## src/rtl/cpu_mem_pkg.sv

```systemverilog
// ---------------------------------------------------------------------------
// cpu_mem_pkg
// Shared constants and types for the CPU memory-bus initiator.
//   ADDR_W / DATA_W / MEM_DEPTH : default bus geometry
//   state_t                     : controller FSM encoding
//   SRC_FETCH / SRC_DATA        : requester ids, also the bit index of each
//                                 requester inside the one-hot grant vector
// ---------------------------------------------------------------------------
package cpu_mem_pkg;

    localparam int ADDR_W    = 16;
    localparam int DATA_W    = 16;
    localparam int MEM_DEPTH = 16;

    typedef enum logic [1:0] {
        IDLE  = 2'd0,
        ISSUE = 2'd1,
        WAIT  = 2'd2
    } state_t;

    localparam logic SRC_FETCH = 1'b0;
    localparam logic SRC_DATA  = 1'b1;

    // Collapse a one-hot grant into a source id. An all-zero grant maps to
    // SRC_FETCH, which callers never consume because no accept can occur.
    function automatic logic src_from_grant(input logic [1:0] grant);
        return grant[SRC_DATA] ? SRC_DATA : SRC_FETCH;
    endfunction

endpackage

```

## src/rtl/mem_rr_arb.sv

```systemverilog
// ---------------------------------------------------------------------------
// mem_rr_arb
// Two-requester round-robin arbiter for the fetch and data ports.
// The grant is purely combinational from the two valids; the last-granted
// pointer advances only when the requester actually hands off (accept).
// Ports:
//   CLK          in   system clock
//   reset        in   synchronous active-high reset
//   fetch_valid  in   fetch port is requesting
//   data_valid   in   data port is requesting
//   accept       in   a grant was consumed this cycle (valid && ready)
//   grant        out  one-hot grant, bit SRC_FETCH / bit SRC_DATA
// ---------------------------------------------------------------------------
module mem_rr_arb
    import cpu_mem_pkg::*;
(
    input  logic       CLK,
    input  logic       reset,
    input  logic       fetch_valid,
    input  logic       data_valid,
    input  logic       accept,
    output logic [1:0] grant
);

    // Reset to "fetch went last" so the data port wins the first tie.
    logic last_q;

    always_comb begin
        grant = 2'b00;
        if (fetch_valid && data_valid) begin
            if (last_q == SRC_FETCH) begin
                grant[SRC_DATA] = 1'b1;
            end else begin
                grant[SRC_FETCH] = 1'b1;
            end
        end else if (fetch_valid) begin
            grant[SRC_FETCH] = 1'b1;
        end else if (data_valid) begin
            grant[SRC_DATA] = 1'b1;
        end
    end

    always_ff @(posedge CLK) begin
        if (reset) begin
            last_q <= SRC_FETCH;
        end else if (accept) begin
            last_q <= src_from_grant(grant);
        end
    end

endmodule

```

## src/rtl/mem_access_ctrl.sv

```systemverilog
// ---------------------------------------------------------------------------
// mem_access_ctrl
// Initiator side of the CPU memory bus. Arbitrates fetch (read-only) and data
// (load/store) requests, sequences the memory's one-cycle registered read
// latency and returns exactly one response pulse to the requesting port.
//
// State table:
//   state | meaning
//   IDLE  | waiting for a request; arbitration and accept happen here
//   ISSUE | ADDR/Mem_wdata valid, MemRead or MemWrite strobed for one cycle
//   WAIT  | memory read data appears on Mem_rdata, captured at cycle end
//
// Latency from accept edge to rsp_valid: load/fetch 3, store 2, error 1.
//
// Ports:
//   CLK, reset                       clock, synchronous active-high reset
//   if_req_valid/ready, if_addr      fetch request handshake
//   if_rsp_valid/data/err            fetch response pulse
//   d_req_valid/ready/we, d_addr,
//   d_wdata                          data request handshake
//   d_rsp_valid/data/err             data response pulse (load data / ack)
//   MemRead, MemWrite, ADDR,
//   Mem_wdata                        memory command side
//   Mem_rdata                        registered memory read data
//   busy                             high whenever the FSM is not IDLE
// ---------------------------------------------------------------------------
module mem_access_ctrl #(
    parameter int ADDR_W    = cpu_mem_pkg::ADDR_W,
    parameter int DATA_W    = cpu_mem_pkg::DATA_W,
    parameter int MEM_DEPTH = cpu_mem_pkg::MEM_DEPTH
) (
    input  logic              CLK,
    input  logic              reset,

    input  logic              if_req_valid,
    output logic              if_req_ready,
    input  logic [ADDR_W-1:0] if_addr,
    output logic              if_rsp_valid,
    output logic [DATA_W-1:0] if_rsp_data,
    output logic              if_rsp_err,

    input  logic              d_req_valid,
    output logic              d_req_ready,
    input  logic              d_req_we,
    input  logic [ADDR_W-1:0] d_addr,
    input  logic [DATA_W-1:0] d_wdata,
    output logic              d_rsp_valid,
    output logic [DATA_W-1:0] d_rsp_data,
    output logic              d_rsp_err,

    output logic              MemRead,
    output logic              MemWrite,
    output logic [ADDR_W-1:0] ADDR,
    output logic [DATA_W-1:0] Mem_wdata,
    input  logic [DATA_W-1:0] Mem_rdata,

    output logic              busy
);

    import cpu_mem_pkg::*;

    state_t state_q;
    state_t state_d;

    logic       we_q;
    logic       src_q;
    logic [1:0] grant;

    logic              if_acc;
    logic              d_acc;
    logic              accept;
    logic [ADDR_W-1:0] acc_addr;
    logic              acc_in_range;

    mem_rr_arb u_arb (
        .CLK         (CLK),
        .reset       (reset),
        .fetch_valid (if_req_valid),
        .data_valid  (d_req_valid),
        .accept      (accept),
        .grant       (grant)
    );

    assign if_acc   = if_req_valid && if_req_ready;
    assign d_acc    = d_req_valid && d_req_ready;
    assign accept   = if_acc || d_acc;
    assign acc_addr = d_acc ? d_addr : if_addr;

    // Extra bit so a MEM_DEPTH equal to 2**ADDR_W still compares correctly.
    assign acc_in_range = ({1'b0, acc_addr} < (ADDR_W+1)'(MEM_DEPTH));

    assign busy = (state_q != IDLE);

    // Next state plus the combinational handshake and memory strobes.
    // Everything that can reach the memory is masked by reset, because the
    // memory keeps honouring MemWrite while it is itself in reset.
    always_comb begin
        state_d      = state_q;
        if_req_ready = 1'b0;
        d_req_ready  = 1'b0;
        MemRead      = 1'b0;
        MemWrite     = 1'b0;

        case (state_q)
            IDLE: begin
                if_req_ready = grant[SRC_FETCH] && !reset;
                d_req_ready  = grant[SRC_DATA]  && !reset;
                // Out-of-range accepts are answered from IDLE directly.
                if (accept && acc_in_range) begin
                    state_d = ISSUE;
                end
            end
            ISSUE: begin
                MemRead  = !we_q && !reset;
                MemWrite =  we_q && !reset;
                state_d  = we_q ? IDLE : WAIT;
            end
            WAIT: begin
                state_d = IDLE;
            end
            default: begin
                state_d = IDLE;
            end
        endcase
    end

    always_ff @(posedge CLK) begin
        if (reset) begin
            state_q      <= IDLE;
            we_q         <= 1'b0;
            src_q        <= SRC_FETCH;
            ADDR         <= '0;
            Mem_wdata    <= '0;
            if_rsp_valid <= 1'b0;
            if_rsp_err   <= 1'b0;
            if_rsp_data  <= '0;
            d_rsp_valid  <= 1'b0;
            d_rsp_err    <= 1'b0;
            d_rsp_data   <= '0;
        end else begin
            state_q <= state_d;

            // Responses are single-cycle pulses; clear unless set below.
            if_rsp_valid <= 1'b0;
            if_rsp_err   <= 1'b0;
            if_rsp_data  <= '0;
            d_rsp_valid  <= 1'b0;
            d_rsp_err    <= 1'b0;
            d_rsp_data   <= '0;

            if (accept) begin
                if (acc_in_range) begin
                    // ADDR doubles as the latched address; it only moves on
                    // an in-range accept, so it holds outside ISSUE.
                    ADDR  <= acc_addr;
                    we_q  <= d_acc && d_req_we;
                    src_q <= d_acc ? SRC_DATA : SRC_FETCH;
                    if (d_acc) begin
                        Mem_wdata <= d_wdata;
                    end
                end else if (d_acc) begin
                    d_rsp_valid <= 1'b1;
                    d_rsp_err   <= 1'b1;
                end else begin
                    if_rsp_valid <= 1'b1;
                    if_rsp_err   <= 1'b1;
                end
            end

            // Store ack: only the data port can issue a write.
            if (state_q == ISSUE && we_q) begin
                d_rsp_valid <= 1'b1;
            end

            if (state_q == WAIT) begin
                if (src_q == SRC_DATA) begin
                    d_rsp_valid <= 1'b1;
                    d_rsp_data  <= Mem_rdata;
                end else begin
                    if_rsp_valid <= 1'b1;
                    if_rsp_data  <= Mem_rdata;
                end
            end
        end
    end

endmodule
```

## config.mk

```make
export PLATFORM = sky130hd
export DESIGN_NAME = mem_access_ctrl
export DESIGN_NICKNAME = d
export VERILOG_FILES = /design/src/rtl/cpu_mem_pkg.sv /design/src/rtl/mem_rr_arb.sv /design/src/rtl/mem_access_ctrl.sv
export SDC_FILE = /design/constraint.sdc
export NUM_CORES = 1
export LEC_CHECK = 0
export ABC_CLOCK_PERIOD_IN_PS = 4200
export CORE_ASPECT_RATIO = 0.6
export CORE_MARGIN = 8
export CORE_UTILIZATION = 39
export CTS_CLUSTER_SIZE = 10
export DETAILED_ROUTE_END_ITERATION = 8
export GPL_TIMING_DRIVEN = 0
export PLACE_DENSITY = 0.84
export SLEW_MARGIN = 30
export SYNTH_ARGS = -nofsm -noshare
export SYNTH_HDL_FRONTEND = slang
export SYNTH_SLANG_ARGS = --single-unit
export TNS_END_PERCENT = 50
```

## constraint.sdc

```tcl
create_clock -name CLK -period 4.2 [get_ports CLK]
set_input_delay 1.26 -clock CLK [delete_from_list [all_inputs] [get_ports CLK]]
set_output_delay 1.26 -clock CLK [all_outputs]
set_load 0.01 [all_outputs]
```

Word level (Yosys, flattened, before mapping)
Index checks and enable logic that the tools add are counted.
Word-level totals
  register bits: 73
  bits of input ports: 69
  output and inout bits: 73
  word-level logic and storage cells: 63
Cells by class
  $lt $le $gt $ge: 1
  eq/ne operators: 3
  multiplexer cells: 26
  bitwise logic cells: 2
  reductions and logical operators: 19
Operators by type and width (number)
  $mux 1: 21
  $lt 16x5->1 const B: 1
  $mux 16: 1
  $logic_and 1x1->1: 10
  $mux 2: 3
  $reduce_or 3->1: 2
  $pmux 2 s2: 1
  $reduce_and 3->1: 1
  $eq 2x1->1 const B: 1
  $eq 2x2->1 const B: 1
  $logic_not 1->1: 2
  $logic_not 2->1: 1
  $ne 2x2->1 const B: 1
  $not 1->1: 2
  $reduce_and 2->1: 1
  $reduce_bool 2->1: 1
  $logic_or 1x1->1: 1

Logic depth before layout (Yosys ltp)
Gate-level depths: netlist of the first run.
  word-level depth: 13
  gate-level depth with buffers: 7
  gate-level depth less buffers: 6

Modules after synthesis
Synthesis of the first run repeated with hierarchy kept, for this count alone.
Second synthesis, totals
  cell total of the unflattened synthesis: 236
  area, all modules: 2503.7 µm²
By module, submodules not included
  mem_access_ctrl: instances 1, cells each 229, area each 2436.1 µm², seq. area each 1441.4 µm²
  mem_rr_arb: instances 1, cells each 7, area each 67.6 µm², seq. area each 20.0 µm²

Worst setup path after synthesis of the first run
OpenSTA, ideal clock, no wires.
  kind: input to output
  start: input reset
  end: output MemWrite
  data arrival time: 1944 ps
  required time: 2940 ps
  setup slack: 996 ps
  stages on the path: 2
  buffers on the path: 1
  cell sequence: buf_1 nor4bb_1
On the way
  cells in the longest elaborated chain, start to end: 3
Ends and longest elaborated chain
  start: declaration: line mem_access_ctrl.sv:33  | input logic reset,
  $logic_not 1->1: line mem_access_ctrl.sv:115  | MemWrite = we_q && !reset;
  $logic_and 1x1->1: line mem_access_ctrl.sv:115
  $mux 1: line mem_access_ctrl.sv:104  | case (state_q)
  end: declaration: line mem_access_ctrl.sv:52  | output logic MemWrite,
No other way between the ends.

Final worst setup path of the first run
  start: input if_req_valid
  end: output d_req_ready
On the way
  cells in the longest elaborated chain, start to end: 4
  elaborated cells between the ends (all ways): 5
  those cells by class: mux (3); reduce/logical (2)
Ends and longest elaborated chain
  start: declaration: line mem_access_ctrl.sv:35  | input logic if_req_valid,
  $mux 1 / $logic_and 1x1->1 (equally long branches): line mem_rr_arb.sv:36, mem_rr_arb.sv:30
  $mux 2 (*): line mem_rr_arb.sv:30  | if (fetch_valid && data_valid) begin
  $logic_and 1x1->1 (*): line mem_access_ctrl.sv:107  | d_req_ready = grant[SRC_DATA] && !reset;
  $mux 1 (*): line mem_access_ctrl.sv:104
  end: declaration: line mem_access_ctrl.sv:43  | output logic d_req_ready,
Mark *: on every way between the ends. The rest lies on a longest branch, timed or not.

==> results of run 1 <==
worst reg2reg max path: stages, from the launching register on:
cell and delay [ns]:
dfxtp_1 0.38, nor2_1 0.38, nand3_4 0.23, inv_2 0.14, nand3_1 0.26, clkbuf_1 0.34
nand2_1 0.15, a21oi_1 0.07
cells by family (layout without fill, tap and decap cells):
kind of cell    Yosys count  after routing
compound gates           31             31
mux                       1              1
buf+inv                  18            175
flops                    73             73
simple gates            106            106
power by group through the flow:
stage	clock network [mW]	registers, mW	logic, mW
after floorplan	0	0.713	0.0173
after global placement	0	0.712	0.0930
after detailed placement	0	0.712	0.0949
after CTS	0.499	0.696	0.0960
after global routing	0.531	0.696	0.105
final	0.483	0.696	0.0982
layer usage:
metal	track usage (%)	vias to the layer above	wire length, µm
met3	7.358	8	659
met1	18.67	931	3189
met4	3.861	0	44
met5	0	-	0
li1	-	1064	-
met2	24.89	85	3201
state kept, by name, summed over array words and instances (netlist names):
signal	count
ADDR	16
Mem_wdata	16
d_rsp_data	16
d_rsp_err	1
d_rsp_valid	1
if_rsp_data	16
if_rsp_err	1
if_rsp_valid	1
src_q	1
state_q	2
u_arb.last_q	1
we_q	1
worst paths after layout:
kind	endpoint	cells after the start	slack, ns	start
max	d_req_ready	5	0.06	if_req_valid
min	Mem_wdata[13]	2	0.45	Mem_wdata[13]
min reg2reg	Mem_wdata[13]	2	0.45	Mem_wdata[13]
max reg2reg	Mem_wdata[4]	7	2.12	state_q[1]
area by class of cell:
| type | instances | share of cell area, % |
|---|---|---|
| Sequential cell | 73 | 35.74 |
| Timing Repair Buffer | 141 | 34.58 |
| Multi-Input combinational cell | 138 | 21.08 |
| Clock buffer | 10 | 3.366 |
| Tap cell | 80 | 2.448 |
| Clock inverter | 6 | 1.010 |
| Inverter | 10 | 0.9180 |
| Buffer | 8 | 0.8568 |
what timing repair did:
| item | 4_1_cts | 5_1_grt |
|---|---|---|
| pin swaps | 0 | 0 |
| cloned | 0 | 0 |
| hold buffers | 0 | 0 |
| endpoints found under the setup margin | 2 | 2 |
| resized for setup | 3 | 6 |
cells in the final DEF, fill, tap and decap left out, types with 2 or more instances in the layout:
| master | count |
|---|---|
| nand3_1 | 3 |
| inv_1 | 9 |
| and2_1 | 44 |
| nor4b_1 | 2 |
| clkbuf_1 | 6 |
| a21oi_1 | 18 |
| clkbuf_8 | 10 |
| dfxtp_1 | 73 |
| or4_1 | 2 |
| a221oi_1 | 4 |
| clkdlybuf4s50_1 | 140 |
| or3_1 | 2 |
| nor2_1 | 4 |
| clkinv_2 | 2 |
| nand2_1 | 35 |
| o22ai_1 | 4 |
| a21oi_2 | 2 |
| clkinvlp_4 | 3 |
| nor4_1 | 4 |
stage by stage:
step / util (%) / instances
finish: 72.05 / 466
global route: 72.05 / 466
CTS: 71.34 / 466
detailed placement: 67.95 / 450
global placement: 67.84 / 450
floorplan: - / 229
==> results.md, run 1 <==
- Result of the run: completed
- Final clock skew: a little over 0.006 ns
- Fraction of layout cells with a size suffix above 1: approximately 8.5%
- Slowest library cell on the worst path: clkdlybuf4s50_1
- Final critical-path setup slack: between 0.05 and 0.06 ns
- Chip Height: between 70 and 80 µm
- Hold Fails Final Rpt: 0
- Number of antenna violations at the first check in global routing: 0
- Via count normalized by instance count: 4.481
- Layout overhead on the synthesized area: 74.85%
- Critical path start-end classification: input port to output port
- Average footprint of a synthesized cell: 10.21 µm²
- Count of mapped cells out of synthesis: 229
- Full die area: a little under 9000 µm²
- Routed wire length per instance: between 15 and 20 µm
- Post-route minimum period: a little over 4 ns
- Post-synthesis simple-gate area fraction: around 25%
- Global-route usage over all layers: approximately 16%
- Worst min-delay path class: register to register
- Number of maximum-capacitance violations: 0
- Drt first-iter violations: 83
- Clk sink count: 73
- Clock insertion delay at the later pin of the skew report: approximately 0.33 ns
- IO buf count: between 100 and 150
- Drt total wl: 7094 µm
- Synthesized area: ~2300 µm²
- Final global-route overflow total: 0
- Ys flop type: dfxtp_1
- Final Power: ~1.3 mW
- Yosys warning total: 0
- Clock buffer depth: 2
- Post-Syn Nets: between 200 and 300
- Synth Area in Compound Gates: 8.079%
- # DRC: 0
- Transition time at the pin with the least slew margin: between 0.6 and 0.7 ns
- Most frequently used cell type in the post-synthesis netlist: dfxtp_1
- Seq/Total Area, Yosys: 62.49%
- Post-CTS setup buffer count: 0
- Final count of negative-setup-slack endpoints: 0
- Count of boundary I/O pins: 142
- Worst IR Drop VDD: 0.0002004 V
- Final Hold Slack: around 0.45 ns
- Post-synthesis share of cell area spent on full adders, half adders and majority gates: 0%
- Top post-synthesis cells by count: dfxtp_1, and2_1, nand2_1, a21oi_1, inv_1
- Area of all placed cells without fillers: approximately 4100 µm²
- Sw Pwr: ~280 µW
- Number of core rows: 21
- Power density over the cells: between 300 and 400 nW/µm²
- Number of global-route vias before repair: around 2.1k
- Data arrival time of the worst path: ~2.9 ns
- Post-Place Cell Area: around 3900 µm²
- Sequential power share: around 55%
- Cell internal pwr: around 990 µW
- XOR/XNOR share of the synthesized area: 0%
- Synth unique cells: 29
- Relative max-transition margin: a little under three fifths
- Worst path buffer plus inverter count: 3
- Combinational share of power: 7.7%
- Largest net degree at the start of global routing: 14
- Biggest fanout along the worst timing path: 9
- Standby leakage power: 1.519 nW
- Minimum setup slack after placement: -0.1816 ns
- Sequential cell area: ~1500 µm²
- Top cell by count, worst path: clkdlybuf4s50_1
- Placeable Area: ~5700 µm²
- Area contributors post-synth: dfxtp_1, and2_1, nand2_1
- Unrepaired setup endpoints after global routing: yes
- Clock group share of total power: ~38%
- Global placement routability congestion: between 0.7 and 0.8
- Cell type group with the largest total delay on the critical path: buffers and inverters
- Max Fclk: roughly 240 MHz
- Period utilization: a little over nine tenths
- Critical path cell sequence: clkdlybuf4s50_1, a21oi_2, nand3_4, inv_2, clkdlybuf4s50_1
- Buffer cell driving the clock tree root: clkbuf_8
- Flops & latches, synth: 73
- Initial DRT Pass Iterations: 4
- Biggest cell delay along the critical path: around 0.57 ns
- Clock edge transition at the registers on the reported setup and hold paths: ~0.07 ns
- Share of the synthesized area in the top cell type: 62.49%
- Mux share of post-synthesis cell area: less than 1%
- Net Sw Frac: between 20 and 25%
- Area occupied by multi-input gates: around 860 µm²
- Clock tree from TritonCTS: built
- First-pass GRT wire length: around 11,000 µm
- Kind of end point of the critical path: output port
- Die X: between 100 and 150 µm
- Placed wire-length estimate: approximately 5700 µm
- Combinational family with the most area after synthesis: simple AND/OR/NAND/NOR gates
- Nets: 450
- Sum Neg Setup Slack: 0 ns
- Async set-reset flop share out of synthesis: 0%
- Slew Limit Fails: 0
- WP data required: between 2 and 3 ns
- Number of buffers added by the clock tree synthesis step: 9
- Leading area contributor after synthesis: dfxtp_1
- Diodes inserted: 0
- Number of fill cells: ~430
- Via count: 2,088
- Number of nets with antenna violations after detailed routing: 0
- Effective utilization at floorplan: slightly above 40%
- Count of H-tree levels built during CTS: 3
- Startpoint types: input port
- Count of flip-flops with a built-in enable after synthesis: 0
Power figures use the tool's default switching activity.
==> run 2: changes to the inputs <==
--- a/config.mk
+++ b/config.mk
@@ -8,13 +8,14 @@
 export ABC_CLOCK_PERIOD_IN_PS = 4200
 export CORE_ASPECT_RATIO = 0.6
 export CORE_MARGIN = 8
-export CORE_UTILIZATION = 39
+export CORE_UTILIZATION = 41
 export CTS_CLUSTER_SIZE = 10
 export DETAILED_ROUTE_END_ITERATION = 8
 export GPL_TIMING_DRIVEN = 0
-export PLACE_DENSITY = 0.84
+export PLACE_DENSITY = 0.85
 export SLEW_MARGIN = 30
 export SYNTH_ARGS = -nofsm -noshare
 export SYNTH_HDL_FRONTEND = slang
+export SYNTH_HIERARCHICAL = 1
 export SYNTH_SLANG_ARGS = --single-unit
 export TNS_END_PERCENT = 50
==> run 2 against run 1 <==
  * Wire length rose by 16%
  * Critical path depth fell by 1
  * Hold slack better by 0.0078 ns
  * First-iteration DRC count is 110% higher
  * Highest routed layer unchanged
==> results.md, run 2 <==
- Result of the run: completed (unchanged)
- Initial DRT Pass Iterations: 5 (was 4)
- Worst reg2reg endpoint: ADDR[7] (was Mem_wdata[4])
- Async set-reset flop share out of synthesis: 0% (unchanged)
- Routed wire length per instance: 17.27 µm (was 15.22 µm)
- Data arrival time of the worst path: 2.79 ns (was 2.88 ns)
- Global placement routability congestion: 0.8187 (was 0.7263)
- Slew Limit Fails: 0 (unchanged)
- Synth unique cells: 36 (was 29)
- Final Hold Slack: 0.4601 ns (was 0.4523 ns)
- Critical path start-end classification: input port to output port (unchanged)
- Global-route usage over all layers: 18.59% (was 15.70%)
- Number of fill cells: 476 (was 428)
- Buffer cell driving the clock tree root: clkbuf_8 (unchanged)
- Flops & latches, synth: 73 (unchanged)
- Number of buffers added by the clock tree synthesis step: 9 (unchanged)
- Count of boundary I/O pins: 142 (unchanged)
- XOR/XNOR share of the synthesized area: 0% (unchanged)
- Via count: 2,301 (was 2,088)
- Diodes inserted: 0 (unchanged)
- Period utilization: 96.40% (was 98.64%)
- Number of antenna violations at the first check in global routing: 0 (unchanged)
- Via count normalized by instance count: 4.834 (was 4.481)
- IO buf count: 141 (unchanged)
- Mux share of post-synthesis cell area: 0% (was 0.9631%)
- Post-synthesis simple-gate area fraction: 23.64% (was 25.41%)
- Startpoint of the lowest-slack register-to-register path: state_q[0] (was state_q[1])
- WP data required: 2.94 ns (about the same)
- Standby leakage power: 1.580 nW (was 1.519 nW)
- First-pass GRT wire length: 12,790 µm (was 10,890 µm)
- Leading cell type in the layout, fill and taps excluded: clkdlybuf4s50_1 (unchanged)
- Transition time at the pin with the least slew margin: 0.7327 ns (was 0.6500 ns)
- Nets: 458 (was 450)
- Combinational family with the most area after synthesis: simple AND/OR/NAND/NOR gates (unchanged)
- Clock insertion delay at the later pin of the skew report: 0.34 ns (was 0.33 ns)
- Count of H-tree levels built during CTS: 3 (unchanged)
- Drt total wl: 8219 µm (was 7094 µm)
- Ys flop type: dfxtp_1 (unchanged)
- Top post-synthesis cells by count: dfxtp_1, and2_1, nand3_1, a21oi_1, o21ai_0 (was dfxtp_1, and2_1, nand2_1, a21oi_1, inv_1)
- Synth Area in Compound Gates: 13.89% (was 8.079%)
- Placed wire-length estimate: 6591 µm (was 5667 µm)
- Layout overhead on the synthesized area: 67.72% (was 74.85%)
- Clock tree from TritonCTS: built (unchanged)
- Leading cell types in the layout, fill and taps excluded: clkdlybuf4s50_1, dfxtp_1, and2_1 (unchanged)
- Seq/Total Area, Yosys: 58.37% (was 62.49%)
- Unrepaired setup endpoints after global routing: no (was yes)
- Critical path origin: if_req_valid (unchanged)
- Final Power: 1.240 mW (was 1.278 mW)
- Most frequently used cell type in the post-synthesis netlist: dfxtp_1 (unchanged)
- Largest net degree at the start of global routing: 12 (was 14)
- Leading area contributor after synthesis: dfxtp_1 (unchanged)
- Max Fclk: 247.0 MHz (was 241.4 MHz)
- # DRC: 0 (unchanged)
- Placeable Area: 6001 µm² (was 5675 µm²)
- Area contributors post-synth: dfxtp_1, and2_1, nand3_1 (was dfxtp_1, and2_1, nand2_1)
- Worst min-delay path class: register to register (unchanged)
- Post-synthesis share of cell area spent on full adders, half adders and majority gates: 0% (unchanged)
- Number of global-route vias before repair: 2,421 (was 2,105)
- Average footprint of a synthesized cell: 10.61 µm² (was 10.21 µm²)
- Number of stages on the worst hold path: 1 (was 2)
- Clock edge transition at the registers on the reported setup and hold paths: 0.07 ns (about the same)
- Final count of negative-setup-slack endpoints: 0 (unchanged)
- Full die area: 8945 µm² (was 8811 µm²)
- Filler-free cell count of the finished design: 476 (was 466)
- Effective utilization at floorplan: 41.72% (was 41.20%)
- Synthesized area: 2504 µm² (was 2338 µm²)
- Startpoint types: input port (unchanged)
- Sequential cell area: 1461 µm² (unchanged)
- Placed cell count: 461 (was 450)
- Drt first-iter violations: 176 (was 83)
- Worst IR Drop VDD: 0.0002458 V (was 0.0002004 V)
- Final global-route overflow total: 0 (unchanged)
- Number of cells on the worst reg-to-reg path: 6 (was 7)
- Post-Place Cell Area: 4033 µm² (was 3856 µm²)
- Biggest fanout along the worst timing path: 4 (was 9)
- Post-Syn Nets: 305 (was 298)
- Area of all placed cells without fillers: 4199 µm² (was 4089 µm²)
- Hold Fails Final Rpt: 0 (unchanged)
- Relative max-transition margin: 50.45% (was 56.05%)
- Crit path to: d_req_ready (unchanged)
- Fraction of layout cells with a size suffix above 1: 9.439% (was 8.549%)
- Count of flip-flops with a built-in enable after synthesis: 0 (unchanged)
- Final clock skew: 0.008733 ns (was 0.006225 ns)
- Number of nets with antenna violations after detailed routing: 0 (unchanged)
- Share of the synthesized area in the top cell type: 58.37% (was 62.49%)
- Area occupied by multi-input gates: 958.4 µm² (was 862.1 µm²)
- Yosys warning total: 6 (was 0)
- Count of mapped cells out of synthesis: 236 (was 229)
- Number of core rows: 22 (was 21)
- Power density over the cells: 295.2 nW/µm² (was 312.4 nW/µm²)
- Die X: 116.9 µm (was 116.0 µm)
- Kind of end point of the critical path: output port (unchanged)
- Number of maximum-capacitance violations: 0 (unchanged)
- Register-to-Register Setup Slack: 2.27 ns (was 2.12 ns)
- Clk sink count: 73 (unchanged)
- Clock buffer depth: 2 (unchanged)
- Chip Height: 76.53 µm (was 75.98 µm)
- Post-route minimum period: 4.049 ns (was 4.143 ns)
## run 2: cells by family (layout without fill, tap and decap cells)
kind of cell           Yosys count  count (layout)
DFF                             73              73
buffers and inverters           21             177
and+or+nand+nor                 93              93
AOI/OAI and AO/OA               49              49
## run 2: power by group
part,total (mW),internal [mW],switching [mW]
Sequential,0.694,0.694,0.000754
Clock,0.441,0.205,0.236
Combinational,0.104,0.0696,0.0349
Total,1.24,0.968,0.272
## run 2: worst min-delay path by stage
stage	slack, ns	to	startpoint
2_1_floorplan	0.44	state_q[1]	we_q
3_3_place_gp	0.44	ADDR[11]	ADDR[11]
3_5_place_dp	0.44	ADDR[12]	ADDR[12]
4_1_cts	0.46	ADDR[10]	ADDR[10]
5_1_grt	0.48	ADDR[12]	ADDR[12]
6_report	0.46	ADDR[10]	ADDR[10]
## run 2: layer usage
layer	up-vias	GRT usage (%)	part of all wire, %
li1	1130	-	-
met1	1055	19.56	37
met2	107	29.47	45
met3	9	12.82	17
met4	0	4.956	0.88
met5	-	0	0
## run 2: metrics by stage
stage                     TNS, ns  worst slack (ns)  utilization, %
after global routing            0           0.08481           69.98
after CTS                       0           0.04927           69.89
after global placement    -0.4084           -0.1710           66.99
after floorplan                 0            0.9380               -
final                           0            0.1511           69.98
after detailed placement  -0.5417           -0.2115           67.20
## run 2: cell type report
cell class	count	share of cell area [%]
inverters	8	0.7151
well taps	84	2.503
repair buffers	142	33.85
clock inverters	4	0.5364
clock buffers	10	3.039
multi-input cells	142	22.82
flip-flops and latches	73	34.80
plain buffers	13	1.728
## run 2: critical path, cell delays in order
cell	delay (ns)
clkdlybuf4s50_1	0.48
a21boi_2	0.20
nor4b_4	0.25
clkdlybuf4s50_1	0.59
## run 2: repair_timing
| item | CTS | global route |
|---|---|---|
| buffers inserted | 1 | 0 |
| endpoints found under the setup margin | 4 | 2 |
| hold buffers | 0 | 0 |
| gates resized for setup | 4 | 2 |
==> run 3: changes to the inputs <==
--- a/config.mk
+++ b/config.mk
@@ -5,7 +5,7 @@
 export SDC_FILE = /design/constraint.sdc
 export NUM_CORES = 1
 export LEC_CHECK = 0
-export ABC_CLOCK_PERIOD_IN_PS = 4200
+export CAP_MARGIN = 20
 export CORE_ASPECT_RATIO = 0.6
 export CORE_MARGIN = 8
 export CORE_UTILIZATION = 41
==> results of run 3 <==
Final layout, timing and power as in run 2 (identical DEF).
